--- config.mk ---
export PLATFORM = sky130hd
export DESIGN_NAME = board_mine_gen
export DESIGN_NICKNAME = d
export VERILOG_FILES = /design/src/rtl/board_mine_gen.sv
export SDC_FILE = /design/constraint.sdc
export NUM_CORES = 1
export LEC_CHECK = 0
export ABC_AREA = 1
export BUFFER_PORTS_ARGS = -buffer_cell sky130_fd_sc_hd__buf_2
export CAP_MARGIN = 10
export CORE_ASPECT_RATIO = 2
export CORE_MARGIN = 2
export CORE_UTILIZATION = 40
export CTS_CLUSTER_DIAMETER = 120
export DETAILED_ROUTE_END_ITERATION = 8
export SYNTH_ARGS = -nofsm -noshare
export SYNTH_HDL_FRONTEND = slang
export SYNTH_SLANG_ARGS = --single-unit
--- constraint.sdc ---
create_clock -name clk -period 10.5 [get_ports clk]
set_input_delay 1.05 -clock clk [delete_from_list [all_inputs] [get_ports clk]]
set_output_delay 1.05 -clock clk [all_outputs]
set_load 0.005 [all_outputs]
--- src/rtl/board_mine_gen.sv ---
// board_mine_gen: builds a fresh minefield on start. Places M mines on an
// N x N grid from a free-running LFSR, computes each field's neighbour count
// and writes one byte per field to board memory over a wishbone-style master.
// Optional feature macro: SAFE_ZONE_EN adds safe_row/safe_col and keeps the
// 3x3 block around that field free of mines.
module board_mine_gen #(
   parameter int unsigned MAX_DIM   = 16,
   parameter logic [15:0] LFSR_SEED = 16'hACE1
) (
   input  logic       clk,
   input  logic       rst_n,
   input  logic       start,
   input  logic [4:0] row_col_num,
   input  logic [7:0] mine_num,
`ifdef SAFE_ZONE_EN
   input  logic [3:0] safe_row,
   input  logic [3:0] safe_col,
`endif
   input  logic       wb_ack_i,
   output logic       busy,
   output logic       done,
   output logic       wb_cyc_o,
   output logic       wb_stb_o,
   output logic       wb_we_o,
   output logic [7:0] wb_adr_o,
   output logic [7:0] wb_dat_o
);

   typedef enum logic [2:0] {
      S_IDLE,
      S_CLEAR,
      S_PLACE,
      S_WRITE,
      S_DONE
   } state_t;

   state_t       state_q;
   logic [15:0]  lfsr_q, lfsr_d;
   logic [4:0]   n_q;
   logic [7:0]   m_q;
   logic [7:0]   placed_q;
   logic [255:0] bitmap_q;
   logic [3:0]   row_q, col_q;
   logic         busy_q, done_q, cyc_q, stb_q;
   logic [7:0]   adr_q, dat_q;
`ifdef SAFE_ZONE_EN
   logic [3:0]   safe_r_q, safe_c_q;
`endif

   logic [4:0]   n_in_c;
   logic [8:0]   area_c, mcap_c;
   logic [7:0]   m_in_c;
   logic [3:0]   cand_row_c, cand_col_c;
   logic         cand_ok_c;
   logic [3:0]   nbr_cnt_c;
   logic         last_field_c;

   // Number of rows (or columns) of the 3x3 block around s that lie inside an n-wide grid;
   // s-1 wraps to 31 in 5 bits and so falls out of range on its own.
   function automatic logic [8:0] span3(input logic [3:0] s, input logic [4:0] n);
      logic [8:0] cnt;
      logic [4:0] k;
      cnt = '0;
      for (int unsigned i = 0; i < 3; i++) begin
         k = {1'b0, s} + 5'(i) - 5'd1;
         if (k < n) cnt = cnt + 9'd1;
      end
      return cnt;
   endfunction

   // Input clamps evaluated on the start cycle
   always_comb begin
      n_in_c = row_col_num;
      if (row_col_num < 5'd2) n_in_c = 5'd2;
      else if (row_col_num > 5'(MAX_DIM)) n_in_c = 5'(MAX_DIM);
      area_c = {4'b0, n_in_c} * {4'b0, n_in_c};
      mcap_c = area_c - 9'd1;
`ifdef SAFE_ZONE_EN
      if (area_c - span3(safe_row, n_in_c) * span3(safe_col, n_in_c) < mcap_c)
         mcap_c = area_c - span3(safe_row, n_in_c) * span3(safe_col, n_in_c);
`endif
      m_in_c = ({1'b0, mine_num} > mcap_c) ? mcap_c[7:0] : mine_num;
   end

   // Placement candidate from the current LFSR value
   always_comb begin
      logic [4:0] dr, dc;
      cand_row_c = lfsr_q[3:0];
      cand_col_c = lfsr_q[7:4];
      dr = '0;
      dc = '0;
      cand_ok_c = ({1'b0, cand_row_c} < n_q) && ({1'b0, cand_col_c} < n_q) &&
                  !bitmap_q[{cand_row_c, cand_col_c}];
`ifdef SAFE_ZONE_EN
      // row - safe + 1 in [0,2] means within one step; negatives wrap above 2
      dr = {1'b0, cand_row_c} - {1'b0, safe_r_q} + 5'd1;
      dc = {1'b0, cand_col_c} - {1'b0, safe_c_q} + 5'd1;
      if (dr <= 5'd2 && dc <= 5'd2) cand_ok_c = 1'b0;
`endif
   end

   // Mines among the 8 neighbours of the field currently being written
   always_comb begin
      logic [4:0] nr, nc;
      nbr_cnt_c = '0;
      nr = '0;
      nc = '0;
      for (int unsigned i = 0; i < 3; i++) begin
         for (int unsigned j = 0; j < 3; j++) begin
            nr = {1'b0, row_q} + 5'(i) - 5'd1;
            nc = {1'b0, col_q} + 5'(j) - 5'd1;
            if (!(i == 1 && j == 1) && nr < n_q && nc < n_q) begin
               if (bitmap_q[{nr[3:0], nc[3:0]}]) nbr_cnt_c = nbr_cnt_c + 4'd1;
            end
         end
      end
      last_field_c = ({1'b0, row_q} == n_q - 5'd1) && ({1'b0, col_q} == n_q - 5'd1);
   end

   assign lfsr_d = {lfsr_q[14:0], lfsr_q[15] ^ lfsr_q[13] ^ lfsr_q[12] ^ lfsr_q[10]};

   // Free-running LFSR, advances every cycle regardless of state
   always_ff @(posedge clk or negedge rst_n) begin
      if (!rst_n) lfsr_q <= LFSR_SEED;
      else        lfsr_q <= lfsr_d;
   end

   // Generation FSM with registered bus and status outputs
   always_ff @(posedge clk or negedge rst_n) begin
      if (!rst_n) begin
         state_q  <= S_IDLE;
         n_q      <= 5'd2;
         m_q      <= '0;
         placed_q <= '0;
         bitmap_q <= '0;
         row_q    <= '0;
         col_q    <= '0;
         busy_q   <= 1'b0;
         done_q   <= 1'b0;
         cyc_q    <= 1'b0;
         stb_q    <= 1'b0;
         adr_q    <= '0;
         dat_q    <= '0;
`ifdef SAFE_ZONE_EN
         safe_r_q <= '0;
         safe_c_q <= '0;
`endif
      end else begin
         done_q <= 1'b0;
         case (state_q)
            S_IDLE: begin
               if (start) begin
                  n_q     <= n_in_c;
                  m_q     <= m_in_c;
`ifdef SAFE_ZONE_EN
                  safe_r_q <= safe_row;
                  safe_c_q <= safe_col;
`endif
                  busy_q  <= 1'b1;
                  state_q <= S_CLEAR;
               end
            end
            S_CLEAR: begin
               bitmap_q <= '0;
               placed_q <= '0;
               row_q    <= '0;
               col_q    <= '0;
               state_q  <= S_PLACE;
            end
            S_PLACE: begin
               if (placed_q == m_q) begin
                  state_q <= S_WRITE;
               end else if (cand_ok_c) begin
                  bitmap_q[{cand_row_c, cand_col_c}] <= 1'b1;
                  placed_q <= placed_q + 8'd1;
                  if (placed_q + 8'd1 == m_q) state_q <= S_WRITE;
               end
            end
            S_WRITE: begin
               // stb low here is either WRITE entry or the one-cycle gap after an ack
               if (!stb_q) begin
                  cyc_q <= 1'b1;
                  stb_q <= 1'b1;
                  adr_q <= {row_q, col_q};
                  dat_q <= {bitmap_q[{row_q, col_q}], 3'b000, nbr_cnt_c};
               end else if (wb_ack_i) begin
                  cyc_q <= 1'b0;
                  stb_q <= 1'b0;
                  if (last_field_c) begin
                     done_q  <= 1'b1;
                     busy_q  <= 1'b0;
                     state_q <= S_DONE;
                  end else if ({1'b0, col_q} == n_q - 5'd1) begin
                     col_q <= '0;
                     row_q <= row_q + 4'd1;
                  end else begin
                     col_q <= col_q + 4'd1;
                  end
               end
            end
            S_DONE: begin
               state_q <= S_IDLE;
            end
            default: begin
               state_q <= S_IDLE;
            end
         endcase
      end
   end

   assign busy     = busy_q;
   assign done     = done_q;
   assign wb_cyc_o = cyc_q;
   assign wb_stb_o = stb_q;
   assign wb_we_o  = stb_q;
   assign wb_adr_o = adr_q;
   assign wb_dat_o = dat_q;

endmodule

==> impl_metrics.py <==
metrics = {
    "setup_path": {
        "end_kind": "register",
        "start_kind": "register",
        "cpPeakStageDelay_ns": 0.71,
        "worst-path-buf-inv": 7,
        "rrSetupSlack_ns": 2.82,
        "cp_max_fo": 76,
        "crit_required_ns": 10.94,
        "cp_top_family": "simple AND/OR/NAND/NOR gates",
        "worstSetupPathType": "reg2reg",
        "crit_path_top_delay_cell": "buf_4",
        "crit_path_frequent_cell": "nand2_1",
        "worst_ep_arrival_time_ns": 8.12,
    },
    "synthesis": {
        "synth_top_family_by_area": "simple AND/OR/NAND/NOR gates",
        "ys_seq_area_share_pct": 33.60,
        "synth_ff_type": "dfrtp_1",
        "ys_warn_count": 0,
        "syn_avg_cell_area_um2": 6.723,
        "netlist_area_um2": 23940,
        "async_flop_share_pct": 100.0,
        "synth_fa_ha_area_share_pct": 3.847,
        "synth_edf_count": 0,
        "synth-seq-cells": 321,
        "synth_mux_area_share_pct": 0.04181,
        "synth-compound-area-share_pct": 22.16,
        "synth-xor-area-share_pct": 1.923,
        "yosys.area.top_type_share_pct": 32.61,
        "syn_inst": 3561,
        "synth.distinct_cells": 58,
        "synth_area_leaders": "dfrtp_1 33%, nand3_1 14%, nand2_1 10%",
        "synthSimpleGateAreaFrac_pct": 27.02,
        "synth.largest_area_cell": "dfrtp_1",
    },
    "floorplan": {
        "coreArea_um2": 59120,
        "ioPinCount": 38,
        "rows": 126,
        "initial_core_util_pct": 40.49,
        "die_x_um": 177.0,
        "dieArea_um2": 61940,
        "die_y_um": 350.0,
    },
    "clock_network": {
        "clock_tree.buffer_depth": 3,
        "cts_sinks": 321,
        "clock_latency_ns": 0.58,
        "cts-root-buf": "clkbuf_16",
        "path_clk_slew_ns": 0.06,
        "h-tree-depth": 2,
        "cts_resized": 0,
        "numCtsBuffers": 34,
        "cts_tree": "done",
        "post_cts_buffers": 0,
        "holdBufCountCts": 0,
    },
    "sta": {
        "drv_slew": 0,
        "hold_viol": 0,
        "slew_headroom_pct": 20.06,
        "final.min_clock_period_ns": 7.683,
        "setup_viol": 0,
        "fmax_mhz": 130.2,
        "hold_ws_ns": 0.3533,
        "tightest_slew_ns": 1.195,
        "rsz0062_at_grt": "false",
        "finalWorstSetupSlack_ns": 2.817,
        "skew_ns": 0.02609,
        "tns_ns": 0,
        "fin_crit_sh_pct": 73.17,
    },
    "routing": {
        "totalWireLength_um": 104600,
        "ant_nets": 0,
        "dr_total_vias": 25899,
        "wl_per_cell_um": 24.83,
        "via_per_inst": 6.147,
        "drt_iter0_markers": 2948,
        "drtPass1Iterations": 6,
        "drcViolationCount": 0,
    },
    "place": {
        "dp_hpwl_um": 66920,
        "placed_area_um2": 24520,
        "io_buffers": 34,
        "place_ws_ns": 2.956,
        "gp_congestion": 1.030,
    },
    "job": {
        "cap_viol_max_count": 0,
    },
    "status": {
        "status": "finished, final reports clean",
    },
    "power_and_ir_drop": {
        "irDropWorstVdd_mv": 0.1012,
        "p_leak_nw": 10.69,
        "p_per_area_nw_per_um2": 101.1,
        "power_w": 0.002586,
    },
    "layout": {
        "final_cell_mix": "672 x nand3_1, 646 x nand2_1, 435 x a21oi_1, 383 x inv_1, 333 x o21ai_0",
        "nets": 3509,
        "fillCellCount": 6310,
        "layout_commonest_cell": "nand3_1",
        "drive_gt1_share_pct": 6.128,
        "design_area_um2": 25570,
        "area_growth_pct": 6.810,
    },
    "global_routing": {
        "antenna_found_initial": 6,
        "grt_pass1_vias": 25411,
        "grt_pass1_wl_um": 155500,
        "gr-total-overflow": 0,
        "grt_max_degree": 199,
        "globalRouteTotalUtil_pct": 33.58,
    },
    "worst_hold_path": {
        "hp-class": "reg2reg",
    },
}
[per-stage QoR]
step | util (%) | std cells
final | 43.25 | 4213
after global routing | 43.24 | 4211
after CTS | 43.22 | 4210
after detailed placement | 41.48 | 4153
after global placement | 41.48 | 4153
after floorplan | - | 3569
[metal layers]
metal / track usage (%) / vias up / wire, um
met5: 0 / - / 32
met4: 31.81 / 6 / 11720
met3: 5.422 / 555 / 7800
met2: 55.46 / 1310 / 49710
met1: 36.05 / 12238 / 35370
li1: - / 11790 / -
[cells by family (layout without fill, tap and decap cells)]
logic type,count (synthesis),in the layout
flops,321,321
compound gates,985,985
fa+ha+maj,70,70
buf+inv,671,545
mux,1,1
simple gates,1464,1464
other cells,2,12
xor+xnor,47,47
[power by group]
| group | switching [W] | internal [W] | total (W) |
|---|---|---|---|
| Clock | 0.000558 | 0.000655 | 0.00121 |
| Sequential | 0 | 0.00124 | 0.00124 |
| Combinational | 0.0000911 | 0.0000448 | 0.000136 |
[state kept, by name (all words and copies together), names as in the netlist]
| name | cells |
|---|---|
| bitmap_q | 256 |
| busy | 1 |
| col_q | 4 |
| done | 1 |
| lfsr_q | 16 |
| m_q | 8 |
| n_q | 5 |
| placed_q | 8 |
| row_q | 4 |
| state_q | 3 |
| wb_adr_o | 8 |
| wb_cyc_o | 1 |
| wb_dat_o | 5 |
| wb_stb_o | 1 |
[final timing paths]
kind	from	endpoint	cells after the start
setup / recovery	col_q[1]$_DFFE_PN0P_	wb_dat_o[1]$_DFFE_PN0P_	36
hold / removal	lfsr_q[14]$_DFF_PN0_	lfsr_q[15]$_DFF_PN1_	0
setup reg to reg	col_q[1]$_DFFE_PN0P_	wb_dat_o[1]$_DFFE_PN0P_	36
hold reg to reg	lfsr_q[14]$_DFF_PN0_	lfsr_q[15]$_DFF_PN1_	0
max in group asynchronous	rst_n	bitmap_q[169]$_DFFE_PN0P_	3
min in group asynchronous	rst_n	bitmap_q[5]$_DFFE_PN0P_	1
[Yosys cell counts, types with 15 or more instances]
cell type and n:
a21oi_1 435, nand2_1 650, o21ai_1 27, xor2_1 27, o21ai_0 333, buf_2 87
nor2_1 99, nand3_1 672, buf_4 15, inv_1 386, dfrtp_1 312, clkbuf_1 148
buf_1 21, ha_1 64, o22ai_1 120, xnor2_1 15
[final cells by class]
| type | instances | area, um2 | share of cell area, % |
|---|---|---|---|
| diodes | 2 | 5.005 | 0.01957 |
| clock buffers | 50 | 950.9 | 3.719 |
| clock inverters | 7 | 81.33 | 0.3181 |
| inverters | 395 | 1490 | 5.828 |
| multi-input cells | 2577 | 13380 | 52.32 |
| flip-flops and latches | 321 | 8050 | 31.48 |
| well taps | 768 | 960.9 | 3.758 |
| repair buffers | 93 | 651.9 | 2.549 |
No activity file was read; power rests on OpenSTA's default activity.
